$ cat src/rtl/imm_fetch_pkg.sv
// imm_fetch_pkg: state encoding and opcode field positions shared by the fetch block.
package imm_fetch_pkg;
    typedef enum logic [1:0] {FETCH_OP, FETCH_IMM, HOLD} state_t;
    localparam int OP_HAS_IMM = 0;
    localparam int OP_SIGNED  = 1;
endpackage

$ cat src/rtl/imm_fetch_fetch_ptr.sv
// fetch_ptr: 16-bit fetch pointer with load and wrapping increment.
module fetch_ptr (
    input  logic        clk,
    input  logic        i_load,
    input  logic [15:0] i_load_val,
    input  logic        i_inc,
    output logic [15:0] o_ptr
);
    logic [15:0] r_ptr;
    always_ff @(posedge clk)
        r_ptr <= i_load ? i_load_val : r_ptr + (i_inc ? 16'd1 : 16'd0);
    assign o_ptr = r_ptr;
endmodule

$ cat src/rtl/imm_fetch.sv
// imm_fetch: fetches an opcode byte plus an optional immediate byte and holds them until taken.
module imm_fetch
    import imm_fetch_pkg::*;
#(
    parameter logic [15:0] RESET_PC = 16'h0000
) (
    input  logic        clk,
    input  logic        reset,
    output logic        mem_req,
    output logic [15:0] mem_addr,
    input  logic        mem_ack,
    input  logic [7:0]  mem_data,
    input  logic        stall,
    input  logic        branch,
    input  logic [15:0] branch_target,
    output logic        valid,
    output logic [7:0]  op,
    output logic [7:0]  imm,
    output logic        s,
    output logic [15:0] pc
);
    state_t      r_state;
    logic [7:0]  r_op, r_imm;
    logic        r_s;
    logic [15:0] r_pc;
    logic [15:0] w_ptr;
    logic        w_take;

    // reset gating keeps the request low for every cycle reset is held
    assign mem_req  = !reset && r_state != HOLD;
    assign w_take   = mem_req && mem_ack && !branch;
    assign mem_addr = w_ptr;
    assign valid    = r_state == HOLD;
    assign op       = r_op;
    assign imm      = r_imm;
    assign s        = r_s;
    assign pc       = r_pc;

    fetch_ptr u_ptr (
        .clk        (clk),
        .i_load     (reset || branch),
        .i_load_val (reset ? RESET_PC : branch_target),
        .i_inc      (w_take),
        .o_ptr      (w_ptr)
    );

    always_ff @(posedge clk) begin
        if (reset) begin
            r_state <= FETCH_OP;
            r_op    <= 8'h00;
            r_imm   <= 8'h00;
            r_s     <= 1'b0;
            r_pc    <= RESET_PC;
        end else if (branch) begin
            r_state <= FETCH_OP;
        end else begin
            case (r_state)
                FETCH_OP: if (mem_ack) begin
                    r_op  <= mem_data;
                    r_pc  <= w_ptr;
                    r_s   <= mem_data[OP_HAS_IMM] & mem_data[OP_SIGNED];
                    if (mem_data[OP_HAS_IMM]) r_state <= FETCH_IMM;
                    else begin
                        r_imm   <= 8'h00;
                        r_state <= HOLD;
                    end
                end
                FETCH_IMM: if (mem_ack) begin
                    r_imm   <= mem_data;
                    r_state <= HOLD;
                end
                HOLD: if (!stall) r_state <= FETCH_OP;
                default: r_state <= FETCH_OP;
            endcase
        end
    end
endmodule

$ cat config.mk
export PLATFORM = sky130hd
export DESIGN_NAME = imm_fetch
export DESIGN_NICKNAME = d
export VERILOG_FILES = /design/src/rtl/imm_fetch_pkg.sv /design/src/rtl/imm_fetch_fetch_ptr.sv /design/src/rtl/imm_fetch.sv
export SDC_FILE = /design/constraint.sdc
export NUM_CORES = 1
export LEC_CHECK = 0
export CORE_ASPECT_RATIO = 0.9
export CORE_MARGIN = 5
export CORE_UTILIZATION = 45
export DETAILED_ROUTE_END_ITERATION = 6
export HOLD_SLACK_MARGIN = 0.08
export PLACE_DENSITY_LB_ADDON = 0.1
export SETUP_SLACK_MARGIN = 0.1
export SLEW_MARGIN = 15
export SYNTH_ARGS = -nofsm -noshare
export SYNTH_HDL_FRONTEND = slang
export SYNTH_HIERARCHICAL = 1
export SYNTH_SLANG_ARGS = --single-unit
$ cat constraint.sdc
create_clock -name clk -period 2.7 [get_ports clk]
set_input_delay 0.27 -clock clk [delete_from_list [all_inputs] [get_ports clk]]
set_output_delay 0.27 -clock clk [all_outputs]
set_load 0.02 [all_outputs]
==> run metrics, run 1 <==
status finished clean; worst-path fanout max 5; Routed WL approximately 5500 um; Syn Std Cell Area 2250 um^2; clk sink count 51; R2R Setup Slk 0.41 ns; CTS clk-pin slew, worst paths 0.09 ns; hold_sp pc[12]; CP Capture Type flip-flop; clock tree buffer depth 2; CP peak stage delay 0.50 ns; fraction of layout instances using a drive strength above 1 8.75%; unrepaired setup endpoints after global routing no; first-pass detailed-route iteration total 4; Clock Power Share approximately 28%; Logic pwr share 17.8%; final worst path period need 2.38 ns; Yosys top cell area share between 40 and 50%; Hold Path Cell Cnt 2; Reg power frac 54.1%; WS Path Type input pin to flip-flop; DR iter-0 viols 120; IO Count 80; sequential area share after synthesis between 40% and 50%; commonest non-fill, non-tap cell in the layout clkdlybuf4s50_1; placed instance area 3090 um^2; Post-Synth Adder-Cell Area around 1.1%; area grow syn2layout 41.0%; Clk Tree Root Cell clkbuf_8; DRC Markers 0; Final Hold Viols 0; final instance area 3180 um^2; nets between 300 and 400; vias in the first global route 1894; largest family of logic cells by synthesized area simple AND/OR/NAND/NOR gates; TritonCTS clock tree done; Placer Congestion 0.858; Final setup viols 0; DR vias/cell 5.01; postcts setup bufs 0; slowest CP cell clkdlybuf4s50_1; fmax 419 MHz; Slew headroom 61.5%; worst-path cell chain clkdlybuf4s50_1, or2_2, nor3b_1, ha_1, nand3_1, nor4_1, xor2_1, mux2_2; Die X between 80 and 90 um; Starting Density approximately 46%; die height approximately 77 um; multiplexer share of the synthesized area 2.44%; number of buffers added on ports 79; H-tree levels 2; All-Layer GR Usage 16.9%; pwr dens 482 nW/um^2; vias after detailed routing 2045; Sw Share 26.3%; Slew @ Worst Pin about 0.58 ns; Yosys warnings 6; Reg-to-Reg End u_ptr/o_ptr[15]; first-pass GRT wire length 9180 um; Slew Limit Fails 0; Static Leak 1.09 nW; count of cell types in the netlist 32; type of the tightest min-delay check flip-flop to flip-flop; Worst EP required 2.89 ns; antenna viol nets, final 0; Fill cells 446; Mapped Nets 297; die area 6530 um^2; Worst R2R Path Depth 7; CP startpoint kind input pin; synthesized flop and latch total ~50; Congestion Overflow GR 0; std cell rows 24; CTS buffer count 5; Avg WL per Cell 13.5 um; cts hold-fix bufs 0; simple-gate area share of the yosys netlist 29.4%; Max Cap Viol 0; Avg Cell Area, Syn 8.48 um^2; DP Wirelength 4040 um; area fraction in compound gates after synthesis 12.0%; Final period util 88.3%; Setup TNS Final 0 ns; core area 4860 um^2; ranking of synthesized cells by area dfxtp_1 (45%), nand2_1 (11%), a21oi_1 (7.5%); Power Total 0.00153 W; Max Clock Skew 0.00374 ns; Syn Inst Count approximately 270; Arr. time, crit path roughly 2.6 ns; Clk Latency, worst-skew pair 0.29 ns; Pint around 0.0011 W; Endpoint, Worst Hold pc[12]; pin count of the biggest net entering global routing 51; Reg2Reg Launch Point r_state[1]; Peak VDD IR around 0.33 mV; post-synthesis xor/xnor area fraction 5.44%; # diodes 0; initial antenna violation count 0; Psw 0.000404 W; most frequent cells in the layout clkdlybuf4s50_1 (78), nand2_1 (65), dfxtp_1 (51); Synth area leader dfxtp_1; post-CTS resize count 0
-- through the flow --
| stage | util, % | instances | setup WS [ns] | hold WS [ns] |
|---|---|---|---|---|
| after CTS | 65.4 | 408 | 0.355 | 0.459 |
| after floorplan | - | 266 | 0.405 | 0.406 |
| after detailed placement | 63.6 | 401 | 0.0443 | 0.447 |
| after global routing | 65.4 | 408 | 0.182 | 0.478 |
| after global placement | 63.6 | 401 | 0.158 | 0.442 |
| final | 65.4 | 408 | 0.315 | 0.456 |
-- worst max-delay path by stage --
stage	depth (start not counted)	endpoint	from
floorplan	9	u_ptr/o_ptr[14]	r_state[0]
global placement	8	u_ptr/o_ptr[15]	branch
detailed placement	8	u_ptr/o_ptr[15]	branch
CTS	8	u_ptr/o_ptr[15]	branch
global route	8	u_ptr/o_ptr[15]	branch
finish	8	u_ptr/o_ptr[15]	branch
-- kinds of logic (layout without fill, tap and decap cells) --
kind of cell,Yosys count,after routing
buffers and inverters,19,96
xor gates and xnor gates,14,14
AOI/OAI and AO/OA,54,54
muxes,5,5
and+or+nand+nor,121,121
DFF,51,51
adders and majority gates,2,2
-- final cells by class --
class                           instances  area (um^2)  share of cell area (%)
Clock buffer                            6         82.6                    2.60
Clock inverter                          1         5.00                   0.157
Inverter                                2         7.51                   0.236
Multi-Input combinational cell        196         1140                    35.7
Sequential cell                        51         1020                    32.1
Tap cell                               65         81.3                    2.56
Timing Repair Buffer                   87          846                    26.6
-- power by group through the flow --
| stage | clock network, W | registers (W) | logic (W) |
|---|---|---|---|
| after detailed placement | 0 | 0.000847 | 0.000276 |
| after global placement | 0 | 0.000846 | 0.000274 |
| after CTS | 0.000447 | 0.000829 | 0.000277 |
| after global routing | 0.000471 | 0.000835 | 0.000297 |
| after floorplan | 0 | 0.000879 | 0.000102 |
| final | 0.000430 | 0.000829 | 0.000273 |
-- cells in the mapped netlist --
cell      instances
dfxtp_1          51
and3_1            1
nand2_1          65
a21oi_1          34
nor3b_2           1
buf_6             3
mux2i_1           1
nor2_1            2
or2_2             1
mux2_2            4
nor4b_4           1
nand4_4           1
o21ai_1           6
xor2_1            5
o21ai_0          14
nand3_2           1
nand4_1           2
inv_1             2
and3_2            1
or4b_1            1
nand4b_1          8
nor4_1            3
xnor2_1           9
nor4_2            2
clkbuf_1         11
nand3_1           6
or3b_2            2
buf_2             3
nor3b_1           1
ha_1              2
nor2b_1          18
nor3_1            4
-- flip-flops by register name, summed over array words and instances (netlist names) --
register / flops
r_state: 2
s: 1
pc: 16
imm: 8
op: 8
u_ptr/o_ptr: 16
-- metal layers --
metal	vias up	global-route usage (%)	share of wire, %
met1	936	23.8	49
met5	-	0	0
met2	54	25.7	45
met3	2	4.93	5.9
met4	0	3.16	0.34
li1	1053	-	-
-- critical path, delay by kind of cell --
family	cells	cell delay [ns]
simple gates	4	1.15
buf+inv	1	0.50
mux	1	0.27
fa+ha+maj	1	0.26
xor+xnor	1	0.11
Power figures use the tool's default switching activity.
==> inputs of run 2 (changes only) <==
Settings changed: CTS_BUF_LIST set to sky130_fd_sc_hd__clkbuf_16.
==> run metrics, run 2 (synthesized netlist as in run 1, its figures left out) <==
Post-Place Worst Slack about 0.044 ns; CP startpoint kind input pin; DRC Markers 0; fmax 419 MHz; postcts setup bufs 0; die area around 6500 um^2; WS Path Type input pin to flip-flop; core area 4860 um^2; Slew headroom 59.1%; number of buffers added on ports 79; area of the multi-input gates 1140 um^2; All-Layer GR Usage 17.1%; final instance area 3230 um^2; Peak VDD IR 0.321 mV; Placer Congestion 0.858; placed instance area roughly 3000 um^2; clk sink count just over 50; Worst EP required 2.88 ns; antenna viol nets, final 0; DR iter-0 viols 120; vias in the first global route ~1.9k; unrepaired setup endpoints after global routing no; Setup TNS Final 0 ns; CTS clk-pin slew, worst paths 0.06 ns; Final Hold Viols 0; nets 374; final design utilization around two thirds; pwr dens approximately 520 nW/um^2; cts hold-fix bufs 0; DP Wirelength between 4000 and 5000 um; H-tree levels 2; Final period util 88.5%; Clk Latency, worst-skew pair 0.28 ns; Slew @ Worst Pin 0.612 ns; # diodes 0; Max Clock Skew between 0.004 and 0.005 ns; fraction of layout instances using a drive strength above 1 under 10%; Routed WL 5620 um; initial antenna violation count 0; clock tree buffer depth 2; worst-path fanout max 5; Congestion Overflow GR 0; area grow syn2layout 43.1%; Die X 84.6 um; std cell rows 24; CTS buffer count 5; status finished clean; final worst path period need 2.39 ns; post-CTS resize count 0; pin count of the biggest net entering global routing just over 50; most frequent cells in the layout clkdlybuf4s50_1 (78), nand2_1 (65), dfxtp_1 (51); first-pass detailed-route iteration total 4; Arr. time, crit path roughly 2.6 ns; Clk Tree Root Cell clkbuf_16; Fill cells about 440; Max Cap Viol 0; die height 77.2 um; Starting Density 46.3%; Final setup viols 0; TritonCTS clock tree done; first-pass GRT wire length a little over 9000 um; final setup margin 0.311 ns; CP Capture Type flip-flop; DR vias/cell 5.04; vias after detailed routing ~2.1k; IO Count 80; Avg WL per Cell approximately 14 um; commonest non-fill, non-tap cell in the layout clkdlybuf4s50_1; Static Leak 1.11 nW; Sequential cell area between 1000 and 1500 um^2; type of the tightest min-delay check flip-flop to flip-flop; Slew Limit Fails 0
==> run 2: worst paths after layout <==
kind | slack, ns | start | depth (start not counted) | to
setup / recovery | 0.31 | branch | 8 | u_ptr/o_ptr[15]
hold / removal | 0.45 | pc[12] | 2 | pc[12]
setup reg to reg | 0.42 | r_state[1] | 7 | u_ptr/o_ptr[15]
hold reg to reg | 0.45 | pc[12] | 2 | pc[12]
==> run 2: final cells by class <==
class	count	area share, %
clock buffer	5	3.88
sequential	51	31.7
multi-input combinational	196	35.2
timing repair buffer	87	26.2
tap	65	2.52
clock inverter	2	0.272
inverter	2	0.233
==> run 2: metal layers <==
metal	up-vias	global-route usage [%]	routed length (um)
met5	-	0	0
met2	66	25.7	2500
met1	934	24.2	2710
li1	1054	-	-
met4	0	3.64	30
met3	4	4.93	374
==> run 2: worst max-delay path: stages <==
cell and delay, ns:
clkdlybuf4s50_1 0.51, or2_2 0.33, nor3b_1 0.21, ha_1 0.27
nand3_1 0.21, nor4_1 0.38, xor2_1 0.11, mux2_2 0.27
==> run 2: through the flow <==
step / hold slack, ns / total power (W) / instances
after floorplan: 0.406 / 0.000981 / 266
after global placement: 0.442 / 0.00112 / 401
after detailed placement: 0.447 / 0.00112 / 401
after CTS: 0.456 / 0.00170 / 408
after global routing: 0.474 / 0.00176 / 408
final: 0.452 / 0.00169 / 408
==> run 2: where the power goes <==
group / leakage, nW / total (W) / internal (W) / switching [W]
Clock: 0.0671 / 0.000583 / 0.000333 / 0.000250
Combinational: 0.629 / 0.000274 / 0.000141 / 0.000133
Sequential: 0.417 / 0.000830 / 0.000787 / 0.0000426
==> inputs of run 3 (changes only) <==
Settings changed: SKIP_LAST_GASP set to 1, SYNTH_HIERARCHICAL 1 to unset.
==> run metrics, run 3 <==
post-synthesis xor/xnor area fraction under 10%; antenna viol nets, final 0; Reg power frac between 40 and 50%; Final setup viols 0; simple-gate area share of the yosys netlist about 27%; count of cell types in the netlist 39; Syn Inst Count 270; core area 4860 um^2; vias in the first global route 2000; fraction of layout instances using a drive strength above 1 7.56%; Final Hold Viols 0; Arr. time, crit path 2.58 ns; Post-synth top flop dfxtp_1; cts hold-fix bufs 0; multiplexer share of the synthesized area 1.33%; WS Path Type flip-flop to flip-flop; DR vias/cell approximately 5.2; area grow syn2layout 43.3%; Clock Power Share 39.9%; # diodes 0; Max Clock Skew 0.00226 ns; CP most frequent cell ha_1; DR iter-0 viols 80; worst-path cell chain nor2b_1, nor4b_2, ha_1, ha_1, nand4_4, o41a_1, a2111oi_1; fraction of registers with async set/reset 0%; ranking of synthesized cells by area dfxtp_1 (45%), nand2_1 (9.9%), a21oi_1 (7.5%); std cell rows 24; DRC Markers 0; Yosys warnings 0; TritonCTS clock tree done; Starting Density between 40% and 50%; clk sink count 51; slowest CP cell o41a_1; die height roughly 77 um; most frequent cell after synthesis nand2_1; Clk Tree Root Cell clkbuf_16; fmax 416 MHz; CP peak stage delay between 0.4 and 0.5 ns; Final period util 89.0%; sequential area share after synthesis 45.1%; Peak VDD IR 0.575 mV; Yosys top cell area share between 40% and 50%; Mapped Nets 301; postcts setup bufs 0; commonest non-fill, non-tap cell in the layout clkdlybuf4s50_1; Avg WL per Cell 14.8 um; worst hold slack 0.451 ns; unrepaired setup endpoints after global routing no; vias after detailed routing 2141; Congestion Overflow GR 0; DP Wirelength 4250 um; first-pass GRT wire length 9940 um; status finished clean; Synth area leader dfxtp_1; type of the tightest min-delay check flip-flop to flip-flop; Slew @ Worst Pin ~0.64 ns; CTS buffer count 5; Slew headroom 57.5%; Setup TNS Final 0 ns; Syn Std Cell Area 2270 um^2; Placer Congestion 0.789; Routed WL 6040 um; EDFF count, synth 0; CTS clk-pin slew, worst paths around 0.07 ns; synthesized flop and latch total between 50 and 60; area fraction in compound gates after synthesis between 10% and 20%; H-tree levels 2; Psw 0.000457 W; number of buffers added on ports 79; Sw Share 25.3%; most frequent cells in the layout clkdlybuf4s50_1 (78), nand2_1 (60), dfxtp_1 (51); Post-Synth Adder-Cell Area 1.10%; nets roughly 370; pwr dens 557 nW/um^2; pin count of the biggest net entering global routing 53; Max Cap Viol 0; Synth top cells by count nand2_1 (60), dfxtp_1 (51), a21oi_1 (34); family with the most delay on the worst path compound AO/OA/AOI/OAI gates; IO Count 80; Pint ~0.0014 W; All-Layer GR Usage a little under a fifth; Die X 84.8 um; CP bufs+invs 0; CP Capture Type flip-flop; Slew Limit Fails 0; die area 6560 um^2; CP startpoint kind flip-flop; Logic pwr share 14.4%; clock tree buffer depth 2; first-pass detailed-route iteration total 4; worst-path fanout max 10; final worst path period need roughly 2.4 ns; Static Leak between 1 and 1.5 nW; Avg Cell Area, Syn 8.39 um^2; largest family of logic cells by synthesized area simple AND/OR/NAND/NOR gates; initial antenna violation count 0; Worst EP required 2.87 ns; Clk Latency, worst-skew pair ~0.29 ns
## run 3: worst paths after layout
kind	cells past startpoint	startpoint	slack [ns]	endpoint
min	2	s	0.45	s
min reg2reg	2	s	0.45	s
max reg2reg	7	r_state[1]	0.30	u_ptr.o_ptr[14]
max	7	r_state[1]	0.30	u_ptr.o_ptr[14]
## run 3: through the flow
stage	cell area, um^2	worst slack, ns	total power, W	utilization (%)	cells
after floorplan	2270	0.293	0.000975	-	270
after global placement	3070	0.0793	0.00110	63.2	401
after detailed placement	3070	0.0000231	0.00110	63.2	401
after CTS	3240	0.147	0.00182	66.6	409
after global routing	3250	0.172	0.00189	66.8	409
final	3250	0.296	0.00181	66.8	409
## run 3: cell type report
cell class | count | area [um^2]
timing repair buffer | 87 | 846
clock inverter | 3 | 43.8
inverter | 5 | 18.8
clock buffer | 5 | 125
fill | 435 | 1620
tap | 65 | 81.3
multi-input combinational | 193 | 1110
sequential | 51 | 1020
## run 3: cell families (layout without fill, tap and decap cells)
| family | count (synthesis) | in the layout |
|---|---|---|
| buf+inv | 26 | 100 |
| simple gates | 119 | 119 |
| compound gates | 66 | 66 |
| fa+ha+maj | 2 | 2 |
| xor+xnor | 3 | 3 |
| flops | 51 | 51 |
| mux | 3 | 3 |
## run 3: routing by layer
metal | up-vias | wire, um | GRT usage [%] | share of wire, %
li1 | 1099 | - | - | -
met1 | 973 | 2780 | 25.2 | 46
met2 | 64 | 2800 | 29.3 | 46
met3 | 5 | 408 | 4.50 | 6.8
met4 | 0 | 46 | 4.75 | 0.76
met5 | - | 0 | 0 | 0
## run 3: worst reg2reg max path, stage by stage (launching register included)
cell and delay (ns):
dfxtp_1 0.38, nor2b_1 0.20, nor4b_2 0.30, ha_1 0.24
ha_1 0.22, nand4_4 0.18, o41a_1 0.45, a2111oi_1 0.32
## run 3: power by group through the flow
stage	logic, W	registers [W]	clock network (W)
6_report	0.000261	0.000825	0.000722
5_1_grt	0.000280	0.000831	0.000774
4_1_cts	0.000262	0.000825	0.000734
3_5_place_dp	0.000261	0.000843	0
3_3_place_gp	0.000258	0.000842	0
2_1_floorplan	0.000108	0.000867	0
## run 3: timing repair
action	4_1_cts	5_1_grt
setup endpoints to repair	0	2
hold endpoints to repair	0	0
gates resized for setup	0	1
